`src/rtl/mem_writeback_unit.sv`:
```
// ---------------------------------------------------------------------------
// mem_writeback_unit
//
// Memory-access stage sitting between the EX/MEM pipeline register and the
// register file write port. Non-memory instructions pass their ALU result
// straight to the write port. Loads and stores are issued over a valid/ready
// data-memory handshake. Load data is aligned and sign/zero-extended, and
// store data is replicated across byte lanes with matching byte enables.
// While a memory access is outstanding, upstream stages are stalled.
//
// All write-port and memory-request outputs are registered. A result
// therefore appears one cycle after its instruction completes.
//
// Ports:
//   clk, rst           clock, synchronous active-high reset
//   in_*               EX/MEM register contents (valid, op, address, data, dest)
//   mem_req/we/addr/wdata/byteEn
//                      registered data-memory request, held stable until mem_ready
//   mem_ready/rdata    memory completion and read word
//   wb_writeEnable/addr/result
//                      registered register-file write port
//   stall              combinational hold for EX/MEM and earlier stages
//   misaligned         one-cycle pulse after a misaligned access is dropped
// ---------------------------------------------------------------------------
module mem_writeback_unit #(
  parameter int ADDR_W     = 32,
  parameter int REG_ADDR_W = 5
) (
  input  logic                  clk,
  input  logic                  rst,
  input  logic                  in_valid,
  input  logic [3:0]            in_memOp,
  input  logic [ADDR_W-1:0]     in_addr,
  input  logic [31:0]           in_storeData,
  input  logic [31:0]           in_aluResult,
  input  logic [REG_ADDR_W-1:0] in_regDest,
  input  logic                  in_regWriteEnable,
  output logic                  mem_req,
  output logic                  mem_we,
  output logic [ADDR_W-1:0]     mem_addr,
  output logic [31:0]           mem_wdata,
  output logic [3:0]            mem_byteEn,
  input  logic                  mem_ready,
  input  logic [31:0]           mem_rdata,
  output logic                  wb_writeEnable,
  output logic [REG_ADDR_W-1:0] wb_addr,
  output logic [31:0]           wb_result,
  output logic                  stall,
  output logic                  misaligned
);

  localparam logic [3:0] OP_LB  = 4'd1;
  localparam logic [3:0] OP_LBU = 4'd2;
  localparam logic [3:0] OP_LH  = 4'd3;
  localparam logic [3:0] OP_LHU = 4'd4;
  localparam logic [3:0] OP_LW  = 4'd5;
  localparam logic [3:0] OP_SB  = 4'd6;
  localparam logic [3:0] OP_SH  = 4'd7;
  localparam logic [3:0] OP_SW  = 4'd8;

  typedef enum logic {ST_IDLE, ST_WAIT} state_e;

  state_e                  state_q;
  logic [3:0]              op_q;
  logic [1:0]              off_q;
  logic [REG_ADDR_W-1:0]   dest_q;
  logic                    rwe_q;

  logic                    mem_req_q, mem_we_q, wb_we_q, misaligned_q;
  logic [ADDR_W-1:0]       mem_addr_q;
  logic [31:0]             mem_wdata_q, wb_result_q;
  logic [3:0]              mem_be_q;
  logic [REG_ADDR_W-1:0]   wb_addr_q;

  // Decode of the incoming operation.
  logic is_load, is_store, is_half, is_word, addr_ok, issue;

  assign is_load  = (in_memOp >= OP_LB) && (in_memOp <= OP_LW);
  assign is_store = (in_memOp >= OP_SB) && (in_memOp <= OP_SW);
  assign is_half  = (in_memOp == OP_LH) || (in_memOp == OP_LHU) || (in_memOp == OP_SH);
  assign is_word  = (in_memOp == OP_LW) || (in_memOp == OP_SW);
  assign addr_ok  = !(is_half && in_addr[0]) && !(is_word && (in_addr[1:0] != 2'b00));
  assign issue    = (state_q == ST_IDLE) && in_valid && (is_load || is_store) && addr_ok;

  // Stall is combinational so upstream holds in the issue cycle itself, and
  // releases in the mem_ready cycle so the held instruction advances exactly
  // at the completing edge.
  assign stall = (state_q == ST_IDLE) ? issue : !mem_ready;

  // Store lane placement from the incoming op and byte offset.
  logic [31:0] st_wdata;
  logic [3:0]  st_be;

  // NOTE: every always_comb output gets a default first, so no path leaves it
  // unassigned and no latch is inferred.
  always_comb begin
    st_wdata = '0;
    st_be    = 4'b1111;
    case (in_memOp)
      OP_SB: begin
        st_wdata = {4{in_storeData[7:0]}};
        st_be    = 4'b0001 << in_addr[1:0];
      end
      OP_SH: begin
        st_wdata = {2{in_storeData[15:0]}};
        st_be    = in_addr[1] ? 4'b1100 : 4'b0011;
      end
      OP_SW: st_wdata = in_storeData;
      default: ;
    endcase
  end

  // Load alignment uses the op and offset latched at issue time, since the
  // in_* inputs are not trusted while waiting.
  logic [7:0]  ld_byte;
  logic [15:0] ld_half;
  logic [31:0] ld_data;

  assign ld_byte = mem_rdata[{off_q, 3'b000} +: 8];
  assign ld_half = off_q[1] ? mem_rdata[31:16] : mem_rdata[15:0];

  always_comb begin
    ld_data = mem_rdata;
    case (op_q)
      OP_LB:   ld_data = {{24{ld_byte[7]}}, ld_byte};
      OP_LBU:  ld_data = {24'h0, ld_byte};
      OP_LH:   ld_data = {{16{ld_half[15]}}, ld_half};
      OP_LHU:  ld_data = {16'h0, ld_half};
      default: ld_data = mem_rdata;
    endcase
  end

  logic load_we;
  assign load_we = rwe_q && (dest_q != '0) && (op_q <= OP_LW);

  logic none_we;
  assign none_we = in_regWriteEnable && (in_regDest != '0);

  // NOTE: sequential state uses non-blocking assignments only, so every
  // register samples pre-edge values regardless of statement order.
  // NOTE: reset is synchronous; the latched op/offset/dest registers are
  // reset too since they are only a handful of flops.
  always_ff @(posedge clk) begin
    if (rst) begin
      state_q      <= ST_IDLE;
      op_q         <= '0;
      off_q        <= '0;
      dest_q       <= '0;
      rwe_q        <= 1'b0;
      mem_req_q    <= 1'b0;
      mem_we_q     <= 1'b0;
      mem_addr_q   <= '0;
      mem_wdata_q  <= '0;
      mem_be_q     <= '0;
      wb_we_q      <= 1'b0;
      wb_addr_q    <= '0;
      wb_result_q  <= '0;
      misaligned_q <= 1'b0;
    end else begin
      // Write port and pulse default to idle every cycle.
      wb_we_q      <= 1'b0;
      wb_addr_q    <= '0;
      wb_result_q  <= '0;
      misaligned_q <= 1'b0;

      case (state_q)
        ST_IDLE: begin
          mem_req_q   <= 1'b0;
          mem_we_q    <= 1'b0;
          mem_addr_q  <= '0;
          mem_wdata_q <= '0;
          mem_be_q    <= '0;
          if (in_valid) begin
            if (issue) begin
              state_q     <= ST_WAIT;
              op_q        <= in_memOp;
              off_q       <= in_addr[1:0];
              dest_q      <= in_regDest;
              rwe_q       <= in_regWriteEnable;
              mem_req_q   <= 1'b1;
              mem_we_q    <= is_store;
              mem_addr_q  <= {in_addr[ADDR_W-1:2], 2'b00};
              mem_wdata_q <= st_wdata;
              mem_be_q    <= st_be;
            end else if (is_load || is_store) begin
              misaligned_q <= 1'b1;
            end else begin
              // Ops 0 and 9-15 behave as plain ALU writebacks.
              wb_we_q     <= none_we;
              wb_addr_q   <= none_we ? in_regDest : '0;
              wb_result_q <= none_we ? in_aluResult : '0;
            end
          end
        end

        ST_WAIT: begin
          // Request fields hold their values until the memory completes.
          if (mem_ready) begin
            state_q     <= ST_IDLE;
            mem_req_q   <= 1'b0;
            mem_we_q    <= 1'b0;
            mem_addr_q  <= '0;
            mem_wdata_q <= '0;
            mem_be_q    <= '0;
            wb_we_q     <= load_we;
            wb_addr_q   <= load_we ? dest_q : '0;
            wb_result_q <= load_we ? ld_data : '0;
          end
        end

        default: state_q <= ST_IDLE;
      endcase
    end
  end

  assign mem_req        = mem_req_q;
  assign mem_we         = mem_we_q;
  assign mem_addr       = mem_addr_q;
  assign mem_wdata      = mem_wdata_q;
  assign mem_byteEn     = mem_be_q;
  assign wb_writeEnable = wb_we_q;
  assign wb_addr        = wb_addr_q;
  assign wb_result      = wb_result_q;
  assign misaligned     = misaligned_q;

endmodule

```
`config.mk`:
```
export PLATFORM = sky130hd
export DESIGN_NAME = mem_writeback_unit
export DESIGN_NICKNAME = d
export VERILOG_FILES = /design/src/rtl/mem_writeback_unit.sv
export SDC_FILE = /design/constraint.sdc
export NUM_CORES = 1
export LEC_CHECK = 0
export CAP_MARGIN = 0
export CORE_ASPECT_RATIO = 1.4
export CORE_MARGIN = 1
export CORE_UTILIZATION = 41
export CTS_CLUSTER_DIAMETER = 40
export DETAILED_ROUTE_END_ITERATION = 7
export PLACE_DENSITY = 0.81
export SYNTH_ARGS = -nofsm -noshare
export SYNTH_HDL_FRONTEND = slang
export SYNTH_SLANG_ARGS = --single-unit
```
`constraint.sdc`:
```
create_clock -name clk -period 2.44 [get_ports clk]
set_clock_uncertainty 0.2 [all_clocks]
set_input_delay 0.366 -clock clk [delete_from_list [all_inputs] [get_ports clk]]
set_output_delay 0.366 -clock clk [all_outputs]
set_load 0.01 [all_outputs]
```
Word-level counts from Yosys, hierarchy flattened

Index checks and enable logic that the tools add are counted.

Flip-flop bits (word level): 122
Input bits: 142
Word-level logic and storage cells: 103

Order comparisons: 5
Equal/unequal tests: 11
Shifts and indexed selects: 2
Mux-type cells: 46
Bitwise operators: 2
Reductions and logical operators: 23

Operators by type and width:

| cell                 | number |
|---|---|
| $mux W32             | 11 |
| $pmux W32 S2         | 3 |
| $pmux W32 S4         | 1 |
| $pmux W32 S3         | 1 |
| $shiftx A32 B6 Y8    | 1 |
| $mux W5              | 6 |
| $eq A4 B3 Y1 const B | 5 |
| $mux W16             | 1 |
| $mux W4              | 4 |
| $pmux W4 S2          | 2 |
| $eq A4 B2 Y1 const B | 3 |
| $mux W1              | 12 |
| $logic_and A1 B1 Y1  | 11 |
| $pmux W5 S2          | 1 |
| $reduce_bool A5 Y1   | 2 |
| $le A4 B3 Y1 const B | 2 |
| $pmux W1 S2          | 4 |
| $eq A4 B1 Y1 const B | 1 |
| $eq A4 B4 Y1 const B | 1 |
| $ge A4 B1 Y1 const B | 1 |
| $ge A4 B3 Y1 const B | 1 |
| $le A4 B4 Y1 const B | 1 |
| $logic_or A1 B1 Y1   | 4 |
| $reduce_or A4 Y1     | 1 |
| other kinds (6)      | 9 |

Depth between registers and ports, before layout

Gate-level depths: netlist of the first run.

Depth in word-level cells: 10
Gate-level depth with buffers: 7

Worst setup path after synthesis of the first run

No wires, ideal clock.

Path kind: input-to-output
From: input port in_memOp[0]
To: output port stall
Arrival time: 1,539 ps
Required time: 1,874 ps
Setup slack: 335 ps
Stages on the path: 6
Buffers on the path: 2
Cells stage by stage: buf_4 > nor4b_4 > a211oi_2 > o2111ai_4 > buf_6 > nand2_1

Longest elaborated chain between the ends: 8
Elaborated cells between the ends (all ways): 23
Those cells by class: order compare: 4; eq/ne: 5; mux: 1; reduce/logical: 13

Ends and longest elaborated chain:

| element                                                              | RTL line | RTL |
|---|---|---|
| from (decl)                                                          | 32       | `input logic [3:0] in_memOp,` |
| parallel branches: the longest is 6 deep, another holds $ge A4 B1 Y1 | -        |  |
| $logic_and A1 B1 Y1 (*)                                              | 83       | `assign issue = (state_q == ST_IDLE) && in_valid && (is_load \|\| is_store) && addr_ok;` |
| $mux W1 (*)                                                          | 88       | `assign stall = (state_q == ST_IDLE) ? issue : !mem_ready;` |
| to (decl)                                                            | 48       | `output logic stall,` |

Mark *: on every way between the ends.

Worst setup path in the final report of the first run

From: input port in_addr[0]
To: output port stall

Longest elaborated chain between the ends: 6
Elaborated cells between the ends (all ways): 8
Those cells by class: mux: 1; reduce/logical: 7

Ends and longest elaborated chain:

| element                 | RTL line | RTL |
|---|---|---|
| from (decl)             | 33       | `input logic [ADDR_W-1:0] in_addr,` |
| $reduce_bool A2 Y1      | 82       | `assign addr_ok = !(is_half && in_addr[0]) && !(is_word && (in_addr[1:0] != 2'b00));` |
| $logic_and A1 B1 Y1     | 82       |  |
| $logic_not A1 Y1        | 82       |  |
| $logic_and A1 B1 Y1 (*) | 82       |  |
| $logic_and A1 B1 Y1 (*) | 83       |  |
| $mux W1 (*)             | 88       |  |

Mark *: on every way between the ends. The rest lies on a longest branch, timed or not.

==> impl_metrics.yaml, run 1 <==
setup_path:
  end_kind: "output pin"
  startpoint_type: "input port"
  crit_required_ps: 1870
  worst_path_max_delay_cell: "clkdlybuf4s50_1"
  crit_arrival_ps: 1780
  slowest_delay_ps: 440
  cp_max_fo: 3
  path_class: "in -> out"
  path_cells: "clkdlybuf4s50_1, and4b_1, a211oi_2, o2111ai_4, nand2_1, clkdlybuf4s15_1"
clock_tree:
  numClockSinks: 120
  clockRootBuffer: "clkbuf_16"
  ctsHtreeMaxLevel: 4
  numCtsBuffers: 17
  cts_tree: "built"
  postCtsSetupBuffers: 0
  insertion_delay_ps: 410
  clkTransAtPathRegs_ps: 60
  clockBufferDepth: 2
synthesis:
  synthArstFlopShare_pct: 0
  synth_area_leaders: "dfxtp_1, a22o_1, mux2i_1"
  seq_area_frac_synth_pct: 46.5
  netlist_area_um2: 5170
  synth_cells: 523
  synth_edf_count: 0
  synth_seq_cells: 120
  avgSynthCellArea_um2: 9.88
  synthFlopType: "dfxtp_1"
  yosysWarningCount: 0
  synth_top_area_cell: "dfxtp_1"
  ys_types: 55
  synth_top_area_share_pct: 46.5
detailed_routing:
  dr.pass1.iters: 5
  viasPerCell: 5.49
  drt-initial-drc-count: 278
  drc: 0
  wl_per_cell_um: 18.8
  wl_mm: 17.8
  dr_total_vias: 5224
  antenna_left: 0
cells_and_area:
  final-seq-area_um2: 2400
  final_common_cell: "clkdlybuf4s50_1"
  fill_cells: 915
  final_cell_area_um2: 8570
  final_cell_mix: "clkdlybuf4s50_1, dfxtp_1, a22o_1, nor2_1, buf_4"
  multi_input_area_um2: 2500
  syn_to_final_growth_pct: 65.9
  layout-drive-gt1-share_pct: 11.2
  fin_nets: 930
  diodes: 0
timing:
  maxSlewViolCount: 0
  worst-slew-pin-transition_ps: 506
  min_period_ps: 2350
  hold_violations: 0
  rsz0062_at_grt: "false"
  setup_viol: 0
  max_freq_mhz: 426
  slew_headroom_pct: 66.1
  period_share_pct: 96.3
floorplanning:
  dieHeight_um: 135
  io_pins: 252
  coreArea_um2: 12300
  rows: 48
  start_util_pct: 42.0
  dieArea_um2: 13100
  dieWidth_um: 96.9
power_and_ir_drop:
  p_int_mw: 4.17
  total_power_mw: 5.53
  p_sw_share_pct: 24.5
  switching_power_mw: 1.36
  pwr-share-clk_pct: 49.1
  power_density_nw_per_um2: 645
  ir_worst_vdd_mv: 0.456
  pwr-share-comb_pct: 13.9
  p_seq_share_pct: 37.0
  p_leak_nw: 3.24
placement:
  portBuffers: 249
  place_congestion: 0.941
  dp_hpwl_mm: 13.4
  dpl_cell_area_um2: 7930
global_route:
  grt_use_total_pct: 27.0
  grt_antenna_before_repair: 0
  grt_pass1_vias: 5361
  grt_pass1_wl_mm: 27.6
  grt_start_max_net_pins: 67
  grt-ovfl-total: 0
run:
  drv_cap: 0
worst_hold_path:
  min_path_type: "reg -> reg"
outcome:
  status: "finished, final reports clean"
[per-layer routing]
metal | vias up | global-route usage (%) | share of wire [%]
met5 | - | 0 | 0
met4 | 0 | 13.3 | 3.6
met3 | 48 | 8.13 | 8.0
met2 | 296 | 50.3 | 52
met1 | 2417 | 27.1 | 36
li1 | 2463 | - | -
[flip-flops by register name, indices dropped and copies added, names as in the netlist]
| signal | flops |
|---|---|
| mem_addr | 30 |
| mem_we | 1 |
| state_q | 1 |
| rwe_q | 1 |
| dest_q | 5 |
| wb_writeEnable | 1 |
| mem_byteEn | 4 |
| off_q | 2 |
| misaligned | 1 |
| mem_req | 1 |
| mem_wdata | 32 |
| op_q | 4 |
| wb_result | 32 |
| wb_addr | 5 |
[cell usage after synthesis, types with 2 or more instances]
cell and count:
a21oi_1 30, nor3_1 3, buf_1 2, inv_1 3, mux2i_1 24, a211oi_1 8
o2bb2ai_1 16, o21ai_0 19, nor3b_1 2, and3b_1 2, a22oi_1 9, xnor2_1 2
clkbuf_1 15, buf_4 6, nand2_1 32, a22o_1 55, o21bai_1 9, nor3_4 2
buf_6 10, nand3b_1 2, a32o_1 9, o21ai_1 25, nand2b_1 5, nor2_1 54
dfxtp_1 120, nor2b_1 13, and4b_1 2, buf_2 10, o22a_1 7, or3_1 2
[critical path: cells and delay by family]
family          cells  cell delay (ps)
buf+inv             2              670
compound gates      2              410
simple gates        2              330
[path summary, 6_finish.rpt]
path	start	to	slack, ps	cells after the start
worst min-delay path	mem_wdata[25]	mem_wdata[25]	250	2
worst max-delay path	in_addr[0]	stall	90	6
worst min register to register	mem_wdata[25]	mem_wdata[25]	250	2
worst max register to register	op_q[0]	wb_result[12]	250	4
[power by group through the flow]
| stage | registers [mW] | logic [mW] | clock network [mW] |
|---|---|---|---|
| floorplan | 2.09 | 0.317 | 0 |
| global placement | 2.08 | 0.745 | 0 |
| detailed placement | 2.09 | 0.760 | 0 |
| CTS | 2.04 | 0.764 | 2.76 |
| global route | 2.05 | 0.814 | 2.86 |
| finish | 2.04 | 0.769 | 2.72 |
[kinds of logic after synthesis]
logic type                synth area share [%]
AOI/OAI and AO/OA                         29.3
xor gates and xnor gates                 0.969
buffers and inverters                     5.47
DFF                                       46.5
muxes                                     4.65
other                                   0.0726
and+or+nand+nor                           13.0
[final cells by class]
type                       count  area share (%)
inverter                       3           0.131
multi-input combinational    358            29.2
clock inverter                14            2.44
clock buffer                  18            5.01
sequential                   120            28.0
tap                          150            2.19
timing repair buffer         288            33.0
[what timing repair did]
action,CTS,global route
hold buffers,0,0
resized for setup,5,2
setup endpoints to repair,1,1
pin swaps,1,2
[through the flow]
stage | hold WS (ps) | utilization, % | cells | setup slack [ps] | TNS [ps]
floorplan | 255 | - | 524 | 335 | 0
global placement | 235 | 64.4 | 919 | -382 | -4690
detailed placement | 239 | 64.4 | 919 | -406 | -10880
CTS | 248 | 69.5 | 951 | 19.2 | 0
global route | 261 | 69.6 | 951 | 10.2 | 0
finish | 247 | 69.6 | 951 | 90.7 | 0
Note: power is estimated with default switching activity, not from simulation.
==> run 2, diff against run 1 <==
CORE_UTILIZATION = 42   (was 41)
CTS_BUF_LIST = sky130_fd_sc_hd__clkbuf_4 sky130_fd_sc_hd__clkbuf_8   (was not set)
PLACE_DENSITY = 0.83   (was 0.81)
SLEW_MARGIN = 5   (was not set)
clock period = 2.25 ns   (was 2.44 ns; I/O delays follow)
==> run 2 against run 1 <==
Critical path type unchanged. Final cell count is 0.21% higher. Sequential share of layout area grew 0.53 points. Global-route usage grew 0.094 points.
==> impl_metrics.yaml, run 2 (synthesis gave the netlist of run 1 again) <==
setup_path:
  cp_top_family: "buffers and inverters"
  path_class: "in -> out"
  slowest_delay_ps: 290
  cp_max_fo: 4
  worst_path_max_delay_cell: "dlygate4sd2_1"
  path_buf_inv: 3
  path_cells: "dlygate4sd2_1, buf_4, nor3_4, xnor2_2, o2111ai_4, nand2_1, clkdlybuf4s15_2"
  end_kind: "output pin"
  crit_arrival_ps: 1630
  reg2reg_slack_ps: 160
  crit_required_ps: 1710
  startpoint_type: "input port"
placement:
  pre_cts_ws_ps: -520
  place_congestion: 0.953
  portBuffers: 249
  dpl_cell_area_um2: 7980
  dp_hpwl_mm: 13.0
floorplanning:
  coreArea_um2: 11900
  rows: 47
  dieArea_um2: 12800
  start_util_pct: 43.5
  io_pins: 252
  dieWidth_um: 95.7
  dieHeight_um: 133
timing:
  period_share_pct: 96.3
  min_period_ps: 2170
  hold_violations: 0
  rsz0062_at_grt: "false"
  maxSlewViolCount: 0
  slew_headroom_pct: 64.7
  max_freq_mhz: 462
  setup_viol: 0
  worst-slew-pin-transition_ps: 527
  fin_ws_ps: 84.0
global_route:
  grt-ovfl-total: 0
  grt_pass1_wl_mm: 26.5
  grt_use_total_pct: 27.1
  grt_start_max_net_pins: 67
  grt_pass1_vias: 5406
  grt_antenna_before_repair: 0
detailed_routing:
  drc: 0
  wl_per_cell_um: 18.0
  drt-initial-drc-count: 216
  antenna_left: 0
  dr.pass1.iters: 5
  dr_total_vias: 5251
  wl_mm: 17.2
  viasPerCell: 5.51
clock_tree:
  insertion_delay_ps: 420
  numCtsBuffers: 17
  cts_tree: "built"
  clockBufferDepth: 2
  postCtsSetupBuffers: 0
  hold_buffers: 0
  clkTransAtPathRegs_ps: 70
  clockRootBuffer: "clkbuf_8"
  ctsHtreeMaxLevel: 4
  numClockSinks: 120
outcome:
  status: "finished, final reports clean"
worst_hold_path:
  min_path_type: "in -> reg"
cells_and_area:
  diodes: 0
  final_common_cell: "clkdlybuf4s50_1"
  final_cell_mix: "clkdlybuf4s50_1, dfxtp_1, a22o_1, nor2_1, buf_4"
  final_cell_area_um2: 8420
  fill_cells: 884
  layout-drive-gt1-share_pct: 12.9
  syn_to_final_growth_pct: 62.9
  fin_nets: 935
power_and_ir_drop:
  ir_worst_vdd_mv: 0.333
  power_density_nw_per_um2: 599
  total_power_mw: 5.04
  p_leak_nw: 3.16
run:
  drv_cap: 0
## run 2: cell types whose count changed in the layout (fill, tap and decap cells not counted), moves of 2 or more
cell	before	now
buf_4	35	39
clkbuf_8	0	17
dfxtp_1	120	118
bufinv_16	4	2
dfxtp_2	0	2
clkbuf_16	17	0
## run 2: layout make-up
| type | count | area [µm²] | area share, % |
|---|---|---|---|
| Tap cell | 147 | 184 | 2.18 |
| Timing Repair Buffer | 293 | 2880 | 34.2 |
| Inverter | 3 | 11.3 | 0.134 |
| Clock inverter | 14 | 165 | 1.96 |
| Clock buffer | 18 | 241 | 2.87 |
| Multi-Input combinational cell | 358 | 2530 | 30.1 |
| Sequential cell | 120 | 2400 | 28.6 |
## run 2: final timing paths
kind                                    start            end  cells after the start
worst min register to register  mem_wdata[29]  mem_wdata[29]                      2
worst min-delay path              in_memOp[2]        op_q[2]                      4
worst max-delay path              in_memOp[1]          stall                      7
worst max register to register        op_q[0]   wb_result[2]                      5
## run 2: per-layer routing
metal	part of all wire (%)	GRT usage, %	wire (µm)	vias to the layer above
met1	35	27.7	5950	2440
met2	52	47.9	8910	304
met5	0	0	0	-
met4	3.2	13.6	552	0
li1	-	-	-	2465
met3	10	9.02	1760	42
## run 2: repair_timing
action / CTS / global route
endpoints found under the setup margin: 1 / 8
gates resized for setup: 8 / 12
pin swaps: 1 / 1
gates cloned: 0 / 0
hold endpoints to repair: 0 / 0
## run 2: worst register-to-register path, delay by kind of cell, from the launching register on
family                 cells  cell delay (ps)
AND/OR/NAND/NOR            1              460
flip-flops                 1              380
buffers and inverters      1              190
AO/OA/AOI/OAI              3              740
## run 2: through the flow
| step | util, % | hold slack (ps) | TNS [ps] | std cells |
|---|---|---|---|---|
| final | 70.9 | 218 | 0 | 953 |
| after global placement | 67.1 | 233 | -21740 | 921 |
| after global routing | 70.9 | 223 | 0 | 953 |
| after detailed placement | 67.1 | 244 | -29700 | 921 |
| after floorplan | - | 254 | 0 | 524 |
| after CTS | 70.5 | 236 | 0 | 953 |
## run 2: where the power goes
group          leakage (nW)  total (mW)  switching (mW)  internal, mW
combinational          1.99       0.837           0.366         0.472
sequential            0.973        2.21          0.0385          2.18
clock                 0.201        1.99           0.961          1.03
total                  3.16        5.04            1.36          3.68
==> run 3, diff against run 2 <==
CAP_MARGIN = not set   (was 0)
GPL_TIMING_DRIVEN = 1   (was not set)
==> results of run 3 <==
No change in the layout: final DEF, timing and power equal those of run 2.
